**src/rtl/axil_demux_pkg.sv**
```systemverilog
// Shared types, response codes and address decode for the AXI-lite 1-to-N demultiplexer.
package axil_demux_pkg;

  localparam int DATA_WIDTH = 32;
  localparam int STRB_WIDTH = DATA_WIDTH / 8;

  localparam logic [1:0] RESP_OKAY   = 2'b00;
  localparam logic [1:0] RESP_SLVERR = 2'b10;
  localparam logic [1:0] RESP_DECERR = 2'b11;

  typedef enum logic [1:0] {W_IDLE, W_FWD, W_RESP, W_BACK} w_state_e;
  typedef enum logic [1:0] {R_IDLE, R_FWD, R_RESP, R_BACK} r_state_e;

  // Port index is the idx_bits-wide field just above the per-port window.
  function automatic int decode_index(input logic [63:0] addr, input int win_bits,
                                      input int idx_bits);
    logic [63:0] mask;
    mask = (64'd1 << idx_bits) - 64'd1;
    return int'((addr >> win_bits) & mask);
  endfunction

endpackage

```
**src/rtl/axil_demux_wdog.sv**
```systemverilog
// Per-channel watchdog: counts enabled cycles since the last clear and flags expiry at TIMEOUT.
module axil_demux_wdog #(
  parameter int TIMEOUT = 1024
) (
  input  logic clk,
  input  logic rst_n,
  input  logic clear,
  input  logic enable,
  output logic expire
);

  localparam int CW = $clog2(TIMEOUT + 1);

  logic [CW-1:0] count;

  // The cycle that sees count == TIMEOUT-1 is the TIMEOUT-th enabled cycle.
  assign expire = enable && (count == CW'(TIMEOUT - 1));

  always_ff @(posedge clk or negedge rst_n) begin
    if (!rst_n) begin
      count <= '0;
    end else if (clear) begin
      count <= '0;
    end else if (enable && !expire) begin
      count <= count + 1'b1;
    end
  end

endmodule

```
**src/rtl/axil_demux.sv**
```systemverilog
// AXI-lite 1-to-N address demux, one outstanding write and one outstanding read.
// Optional per-channel watchdog enabled by defining AXIL_DEMUX_TIMEOUT_EN.
module axil_demux
  import axil_demux_pkg::*;
#(
  parameter int NUM_PORTS      = 4,
  parameter int ADDR_WIDTH     = 32,
  parameter int WIN_BITS       = 12,
  parameter int BASE_IDX_LIMIT = NUM_PORTS,
  parameter logic [DATA_WIDTH-1:0] ERR_DATA = 32'hDEAD_BEEF
`ifdef AXIL_DEMUX_TIMEOUT_EN
  , parameter int TIMEOUT      = 1024
`endif
) (
  input  logic                             clk,
  input  logic                             rst_n,
  input  logic [ADDR_WIDTH-1:0]            s_awaddr,
  input  logic                             s_awvalid,
  output logic                             s_awready,
  input  logic [DATA_WIDTH-1:0]            s_wdata,
  input  logic [STRB_WIDTH-1:0]            s_wstrb,
  input  logic                             s_wvalid,
  output logic                             s_wready,
  output logic [1:0]                       s_bresp,
  output logic                             s_bvalid,
  input  logic                             s_bready,
  input  logic [ADDR_WIDTH-1:0]            s_araddr,
  input  logic                             s_arvalid,
  output logic                             s_arready,
  output logic [DATA_WIDTH-1:0]            s_rdata,
  output logic [1:0]                       s_rresp,
  output logic                             s_rvalid,
  input  logic                             s_rready,
  output logic [NUM_PORTS*ADDR_WIDTH-1:0]  m_awaddr,
  output logic [NUM_PORTS-1:0]             m_awvalid,
  input  logic [NUM_PORTS-1:0]             m_awready,
  output logic [NUM_PORTS*DATA_WIDTH-1:0]  m_wdata,
  output logic [NUM_PORTS*STRB_WIDTH-1:0]  m_wstrb,
  output logic [NUM_PORTS-1:0]             m_wvalid,
  input  logic [NUM_PORTS-1:0]             m_wready,
  input  logic [NUM_PORTS*2-1:0]           m_bresp,
  input  logic [NUM_PORTS-1:0]             m_bvalid,
  output logic [NUM_PORTS-1:0]             m_bready,
  output logic [NUM_PORTS*ADDR_WIDTH-1:0]  m_araddr,
  output logic [NUM_PORTS-1:0]             m_arvalid,
  input  logic [NUM_PORTS-1:0]             m_arready,
  input  logic [NUM_PORTS*DATA_WIDTH-1:0]  m_rdata,
  input  logic [NUM_PORTS*2-1:0]           m_rresp,
  input  logic [NUM_PORTS-1:0]             m_rvalid,
  output logic [NUM_PORTS-1:0]             m_rready
);

  localparam int IDX_W = $clog2(NUM_PORTS);

  // ---------------- write channel ----------------
  w_state_e                w_state, w_next;
  logic [ADDR_WIDTH-1:0]   aw_addr_q;
  logic [DATA_WIDTH-1:0]   w_data_q;
  logic [STRB_WIDTH-1:0]   w_strb_q;
  logic [IDX_W-1:0]        w_idx_q, aw_idx;
  logic                    aw_hit, aw_done, w_done;
  logic [1:0]              b_resp_q;
  logic [NUM_PORTS-1:0]    w_sel;
  logic                    w_expire;

  assign aw_idx    = IDX_W'(decode_index(64'(s_awaddr), WIN_BITS, IDX_W));
  assign aw_hit    = int'(aw_idx) < BASE_IDX_LIMIT;
  assign s_awready = (w_state == W_IDLE) && s_awvalid && s_wvalid;
  assign s_wready  = s_awready;
  assign s_bvalid  = (w_state == W_BACK);
  assign s_bresp   = b_resp_q;

  assign w_sel     = NUM_PORTS'(1) << w_idx_q;
  assign m_awvalid = (w_state == W_FWD && !aw_done) ? w_sel : '0;
  assign m_wvalid  = (w_state == W_FWD && !w_done) ? w_sel : '0;
  assign m_bready  = (w_state == W_RESP) ? w_sel : '0;
  assign m_awaddr  = {NUM_PORTS{aw_addr_q}};
  assign m_wdata   = {NUM_PORTS{w_data_q}};
  assign m_wstrb   = {NUM_PORTS{w_strb_q}};

  // NOTE: next state gets its default first so no path leaves it unassigned (no latch).
  always_comb begin
    w_next = w_state;
    case (w_state)
      W_IDLE: if (s_awready) w_next = aw_hit ? W_FWD : W_BACK;
      W_FWD:  if ((aw_done || m_awready[w_idx_q]) && (w_done || m_wready[w_idx_q]))
                w_next = W_RESP;
      W_RESP: if (m_bvalid[w_idx_q]) w_next = W_BACK;
      W_BACK: if (s_bready) w_next = W_IDLE;
      default: w_next = W_IDLE;
    endcase
    if (w_expire) w_next = W_BACK;
  end

  // NOTE: registers use <= so every flop samples pre-edge values regardless of statement order.
  always_ff @(posedge clk or negedge rst_n) begin
    if (!rst_n) begin
      w_state   <= W_IDLE;
      aw_addr_q <= '0;
      w_data_q  <= '0;
      w_strb_q  <= '0;
      w_idx_q   <= '0;
      aw_done   <= 1'b0;
      w_done    <= 1'b0;
      b_resp_q  <= RESP_OKAY;
    end else begin
      w_state <= w_next;
      case (w_state)
        W_IDLE: if (s_awready) begin
          aw_addr_q <= s_awaddr;
          w_data_q  <= s_wdata;
          w_strb_q  <= s_wstrb;
          w_idx_q   <= aw_idx;
          aw_done   <= 1'b0;
          w_done    <= 1'b0;
          b_resp_q  <= aw_hit ? RESP_OKAY : RESP_DECERR;
        end
        W_FWD: begin
          aw_done <= aw_done | m_awready[w_idx_q];
          w_done  <= w_done | m_wready[w_idx_q];
        end
        W_RESP: if (m_bvalid[w_idx_q]) b_resp_q <= m_bresp[{w_idx_q, 1'b0} +: 2];
        default: ;
      endcase
      if (w_expire) b_resp_q <= RESP_SLVERR;
    end
  end

  // ---------------- read channel ----------------
  r_state_e                r_state, r_next;
  logic [ADDR_WIDTH-1:0]   ar_addr_q;
  logic [IDX_W-1:0]        r_idx_q, ar_idx;
  logic                    ar_hit;
  logic [DATA_WIDTH-1:0]   r_data_q;
  logic [1:0]              r_resp_q;
  logic [NUM_PORTS-1:0]    r_sel;
  logic                    r_expire;

  assign ar_idx    = IDX_W'(decode_index(64'(s_araddr), WIN_BITS, IDX_W));
  assign ar_hit    = int'(ar_idx) < BASE_IDX_LIMIT;
  assign s_arready = (r_state == R_IDLE) && s_arvalid;
  assign s_rvalid  = (r_state == R_BACK);
  assign s_rdata   = r_data_q;
  assign s_rresp   = r_resp_q;

  assign r_sel     = NUM_PORTS'(1) << r_idx_q;
  assign m_arvalid = (r_state == R_FWD) ? r_sel : '0;
  assign m_rready  = (r_state == R_RESP) ? r_sel : '0;
  assign m_araddr  = {NUM_PORTS{ar_addr_q}};

  always_comb begin
    r_next = r_state;
    case (r_state)
      R_IDLE: if (s_arready) r_next = ar_hit ? R_FWD : R_BACK;
      R_FWD:  if (m_arready[r_idx_q]) r_next = R_RESP;
      R_RESP: if (m_rvalid[r_idx_q]) r_next = R_BACK;
      R_BACK: if (s_rready) r_next = R_IDLE;
      default: r_next = R_IDLE;
    endcase
    if (r_expire) r_next = R_BACK;
  end

  always_ff @(posedge clk or negedge rst_n) begin
    if (!rst_n) begin
      r_state   <= R_IDLE;
      ar_addr_q <= '0;
      r_idx_q   <= '0;
      r_data_q  <= '0;
      r_resp_q  <= RESP_OKAY;
    end else begin
      r_state <= r_next;
      case (r_state)
        R_IDLE: if (s_arready) begin
          ar_addr_q <= s_araddr;
          r_idx_q   <= ar_idx;
          if (!ar_hit) begin
            r_data_q <= ERR_DATA;
            r_resp_q <= RESP_DECERR;
          end
        end
        R_RESP: if (m_rvalid[r_idx_q]) begin
          r_data_q <= m_rdata[{r_idx_q, 5'd0} +: DATA_WIDTH];
          r_resp_q <= m_rresp[{r_idx_q, 1'b0} +: 2];
        end
        default: ;
      endcase
      if (r_expire) begin
        r_data_q <= ERR_DATA;
        r_resp_q <= RESP_SLVERR;
      end
    end
  end

  // ---------------- watchdogs ----------------
`ifdef AXIL_DEMUX_TIMEOUT_EN
  logic w_wd_en, w_wd_clear, r_wd_en, r_wd_clear;

  // Restart the count whenever a channel enters FWD or RESP.
  assign w_wd_en    = (w_state == W_FWD) || (w_state == W_RESP);
  assign w_wd_clear = (w_next != w_state) && ((w_next == W_FWD) || (w_next == W_RESP));
  assign r_wd_en    = (r_state == R_FWD) || (r_state == R_RESP);
  assign r_wd_clear = (r_next != r_state) && ((r_next == R_FWD) || (r_next == R_RESP));

  axil_demux_wdog #(.TIMEOUT(TIMEOUT)) u_wdog_w (
    .clk(clk), .rst_n(rst_n), .clear(w_wd_clear), .enable(w_wd_en), .expire(w_expire)
  );
  axil_demux_wdog #(.TIMEOUT(TIMEOUT)) u_wdog_r (
    .clk(clk), .rst_n(rst_n), .clear(r_wd_clear), .enable(r_wd_en), .expire(r_expire)
  );
`else
  assign w_expire = 1'b0;
  assign r_expire = 1'b0;
`endif

endmodule

```
**config.mk**
```make
export PLATFORM = sky130hd
export DESIGN_NAME = axil_demux
export DESIGN_NICKNAME = d
export VERILOG_FILES = /design/src/rtl/axil_demux_pkg.sv /design/src/rtl/axil_demux_wdog.sv /design/src/rtl/axil_demux.sv
export SDC_FILE = /design/constraint.sdc
export NUM_CORES = 1
export LEC_CHECK = 0
export CORE_AREA = 2 2 282 284
export DETAILED_ROUTE_END_ITERATION = 6
export DIE_AREA = 0 0 284 286
export PLACE_DENSITY_LB_ADDON = 0.12
export SLEW_MARGIN = 0
export SYNTH_ARGS = -nofsm -noshare
export SYNTH_HDL_FRONTEND = slang
export SYNTH_SLANG_ARGS = --single-unit
export TNS_END_PERCENT = 10
```
**constraint.sdc**
```tcl
create_clock -name clk -period 2.05 [get_ports clk]
set_clock_uncertainty 0.05 [all_clocks]
set_input_delay 0.205 -clock clk [delete_from_list [all_inputs] [get_ports clk]]
set_output_delay 0.205 -clock clk [all_outputs]
set_load 0.02 [all_outputs]
```
# After elaboration in Yosys (flattened, before gate mapping)
# Cells that the tools add are included.
[totals]
reg_bits = 146
wordCells = 88
input_bits = 271
[classes]
reduce_logical = 21
magnitude_cmp = 2
muxes = 31
bitwise_logic = 2
shift = 5
eq_ne = 14
[ops]
columns = ["cell", "count"]
rows = [
  ["128-bit by 8-bit indexed part select with 32-bit output", 1],
  ["2-bit two-way mux", 10],
  ["4-bit two-way mux", 5],
  ["2-bit one-hot mux with 4 select lines", 2],
  ["8-bit by 4-bit indexed part select with 2-bit output", 2],
  ["2-bit by 1-bit inequality test with 1-bit output (second input constant)", 6],
  ["1-bit binary-select mux with 2-bit select", 5],
  ["2-bit == test (second input constant)", 4],
  ["2-bit AND reduction", 4],
  ["4-bit AND reduction", 2],
  ["1-bit by 2-bit << shifter with 4-bit output (first input constant)", 2],
  ["1-bit logical AND", 6],
  ["2-bit by 3-bit < comparator with 1-bit output (second input constant)", 2],
  ["1-bit two-way mux", 6],
  ["2-bit by 1-bit == test with 1-bit output (second input constant)", 2],
  ["2-bit logical NOT", 2],
  ["2-bit inequality test (second input constant)", 2],
  ["1-bit one-hot mux with 2 select lines", 2],
  ["2-bit one-hot mux with 2 select lines", 1],
  ["2-bit nonzero test", 2],
  ["3-bit AND reduction", 1],
  ["1-bit logical NOT", 2],
  ["1-bit logical OR", 2],
  ["1-bit bitwise OR", 2],
]

# Logic depth before layout (Yosys ltp)
# Gate-level depths: netlist (run 1).
[depth]
word_depth = 6
mapped_depth = 7

# Worst setup path after synthesis (run 1)
# Ideal clock, no wire load.
[synth_path]
path_kind = "flip-flop to flip-flop"
from = "reg ar_addr_q[12] (netlist name)"
to = "reg r_data_q[11], in the netlist s_rdata[11]"
stages_incl_launch_ff = 6
t_arrival_ps = 1815
required_ps = 1875
path_slack_ps = 60
n_path_buf = 2
period_less_slack_ps = 1990
path_cell_list = "dfrtp_1 > buf_6 > mux4_2 > nand2_4 > buf_12 > mux2_2"
[synth_lines]
columns = ["item", "line", "rtl"]
rows = [
  ["end signal, assigned", "axil_demux.sv:182", "r_data_q <= m_rdata[{r_idx_q, 5'd0} +: DATA_WIDTH];"],
  ["end, declared", "axil_demux.sv:134", "logic [DATA_WIDTH-1:0] r_data_q;"],
]

==> impl_results.md, run 1 <==
- Endpoints failing hold: 0
- Die ar.: 0.0812 mm2
- Crit share post-route: 0.977
- Area share of the largest cell type after synthesis: 0.394
- Largest family of logic cells by synthesized area: buffers and inverters
- Final ANT Viol Nets: 0
- Sw Share: 0.447
- Initial Util: 0.115
- Top cells by area, synth: dfrtp_1, buf_4, mux4_2
- Via count: 7416
- First-pass GRT wire length: 58300 um
- Compound-cell area share of the yosys netlist: 0.0141
- Yosys reg bits: 142
- Number of max-cap violations: 0
- Max Clk Rate: 0.499 GHz
- Internal power: 16.1 mW
- Clock sinks: 142
- CTS tree: done
- Worst Min Path Start: s_wdata[0]
- Top fanout value on the critical path: 6
- H-tree levels: 4
- CTS max path bufs: 2
- Non-Filler Instances: 2385
- Chip Height: 286 um
- Finish-stage setup viols: 0
- Worst r2r src: ar_addr_q[13]
- Largest area contributor in the netlist: dfrtp_1
- DP Area: 0.0156 mm2
- Largest net degree at the start of global routing: 58
- First-pass iteration count of the detailed router: 4
- Post-Synth XOR/XNOR Area: 0
- Post-synthesis mux area share: 0.195
- Drt drc: 0
- RSZ-0062 raised after global routing: yes
- Via-per-instance ratio: 3.11
- Number of distinct library cells after synthesis: 35
- PwrDens: 1800 mW/mm2
- Post-Synth Adder-Cell Area: 0.0111
- Logic pwr share: 0.668
- Port Buffers: 731
- Wirelength per Cell: 17.4 um
- Seq/Total Area, Yosys: 0.394
- Count leader, synth: buf_4
- Share of cells above drive strength 1: 0.163
- Final #Nets: 1601
- Worst slew pin tran: 0.619 ns
- Io pins: 732
- Slew HR: 0.583
- Cells on worst reg2reg path: 5
- Reg-to-reg endpoint: r_state[1]
- EDFF count, synth: 0
- Maximum vdd drop: 0.553 mV
- Worst Setup End Kind: flip-flop
- Minimum clock period: 2.00 ns
- Net switching power: 13.0 mW
- Design Area, Final: 0.0162 mm2
- Hold WC Path Type: in2reg
- Tot GR Track Use: 0.100
- Required @ worst endpoint: 2.36 ns
- Worst setup SP type: flip-flop
- Sequential power share: 0.211
- Clk_lat worst skew: 0.47 ns
- Cells after Synth: 869
- First DRT Iteration DRCs: 227
- Final global-route overflow total: 0
- Die X: 284 um
- Syn nets: 1148
- Slew Limit Fails: 0
- Area Growth Syn to Fin: 79.6%
- Clock power share: 0.121
- HPWL Detailed: 34300 um
- YS warnings: 0
- Vias in the first global route: 7858
- Number of core rows: 103
- Setup CP Type: reg2reg
- Status: finished clean
- Total Wirelength: 41500 um
- Global placer's final weighted congestion: 0.738
- CTS root buf: clkbuf_16
- WHS Endpoint: w_data_q[0]
- Ant diodes: 0
- Leakage: 6.65 nW
- Crit path DAT: 2.31 ns
- Hold depth: 3
- Placed cells: 2350
- Synth cell count leaders: buf_4, nand2_1, dfrtp_1
- Final total power: 29.1 mW
- Avg Cell Area, Syn: 10.4 um2
- Top_reg_cell synth: dfrtp_1
- Clock-pin slew on the worst setup and hold paths: 0.07 ns
- CORE AREA: 0.0784 mm2
- Reg2reg setup slack: 0.05 ns
- Number of CTS-inserted buffers: 17
- Post-synthesis cell area: 0.00902 mm2
- Asr flop ratio synth: 1.00
- Post-Synth Simple-Gate Area: 0.107
- Initial antenna violation count: 1
-- metrics by stage --
step | hold slack, ns | utilization | setup TNS (ns) | setup WS, ns
2_1_floorplan | -0.141 | - | 0 | 0.0604
3_3_place_gp | 0.154 | 0.199 | -0.0795 | -0.0795
3_5_place_dp | 0.158 | 0.199 | -0.0687 | -0.0687
4_1_cts | 0.150 | 0.207 | -0.115 | -0.115
5_1_grt | 0.173 | 0.207 | -0.154 | -0.0651
6_report | 0.208 | 0.207 | 0 | 0.0472
-- final cells by class --
type / count / area [um2]
multi-input combinational: 381 / 3000
clock inverter: 14 / 205
timing repair buffer: 768 / 7640
clock buffer: 18 / 439
tap: 1050 / 1310
fill: 8578 / 62200
inverter: 12 / 50.0
sequential: 142 / 3560
-- registers in the layout (all words and copies together), names as in the netlist, 2 cells and up --
name       flops
w_strb_q       4
r_state        2
s_rresp        2
s_bresp        2
w_state        2
s_rdata       32
w_data_q      32
ar_addr_q     32
aw_addr_q     32
-- power groups by stage --
stage	clock network (mW)	registers (mW)	logic (mW)
after detailed placement	0	6.30	19.8
after global routing	3.85	6.49	20.5
after floorplan	0	7.09	11.7
after CTS	3.74	6.29	19.7
after global placement	0	6.24	20.0
final	3.53	6.16	19.5
-- worst max-delay path by stage --
| stage | start | to |
|---|---|---|
| 2_1_floorplan | ar_addr_q[12] | s_rdata[11] |
| 3_3_place_gp | m_arready[0] | r_state[1] |
| 3_5_place_dp | m_arready[0] | r_state[1] |
| 4_1_cts | ar_addr_q[12] | m_araddr[108] |
| 5_1_grt | w_state[1] | m_awvalid[2] |
| 6_report | ar_addr_q[13] | r_state[1] |
-- kinds of logic after synthesis --
| family | Yosys count |
|---|---|
| adder cells (fa/ha/maj) | 8 |
| buffers and inverters | 346 |
| AND/OR/NAND/NOR | 245 |
| AO/OA/AOI/OAI | 16 |
| multiplexers | 112 |
| flip-flops | 142 |
-- cells in the final DEF, fill, tap and decap left out, types with 3 or more instances in the layout --
cell,netlist,layout
a32o_1,4,4
inv_6,0,7
bufinv_16,0,4
inv_1,11,9
clkdlybuf4s50_1,0,688
dlygate4sd2_1,0,12
clkdlybuf4s15_2,0,5
buf_2,5,10
nand2b_1,4,4
clkbuf_16,0,17
mux2i_1,5,5
dlymetal6s2s_1,0,7
clkbuf_2,0,3
dfrtp_1,142,136
mux2_4,20,20
dfrtp_2,0,6
a21oi_1,3,3
buf_12,4,8
mux4_2,38,38
ha_2,0,4
buf_6,2,3
mux2_2,48,48
nand2_1,211,210
nor2_1,16,16
nor3_1,4,4
ha_1,8,3
buf_4,301,31
-- per-layer routing --
metal	global-route usage	share of wire	up-vias
li1	-	-	3439
met4	0.0291	0.013	2
met2	0.186	0.54	356
met1	0.107	0.37	3593
met5	0	0.00029	-
met3	0.0330	0.075	26
-- worst max-delay path, cell delays in order, from the launching register on --
cell	delay [ns]
dfrtp_2	0.43
mux2_2	0.34
o21ai_0	0.50
a211o_1	0.24
a21oi_1	0.06
mux2_2	0.27
-- what timing repair did --
action | 4_1_cts | 5_1_grt
hold buffers | 1 | 0
pin swaps | 1 | 1
buffers inserted | 1 | 1
hold endpoints to repair | 32 | 0
resized for setup | 97 | 35
endpoints found under the setup margin | 45 | 32
Power figures use the tool's default switching activity.
==> inputs of run 2 (changes only) <==
- HOLD_SLACK_MARGIN: default -> 0.1
==> results of run 2 <==
Same layout as run 1: the final DEF is identical, and so are final timing and power.
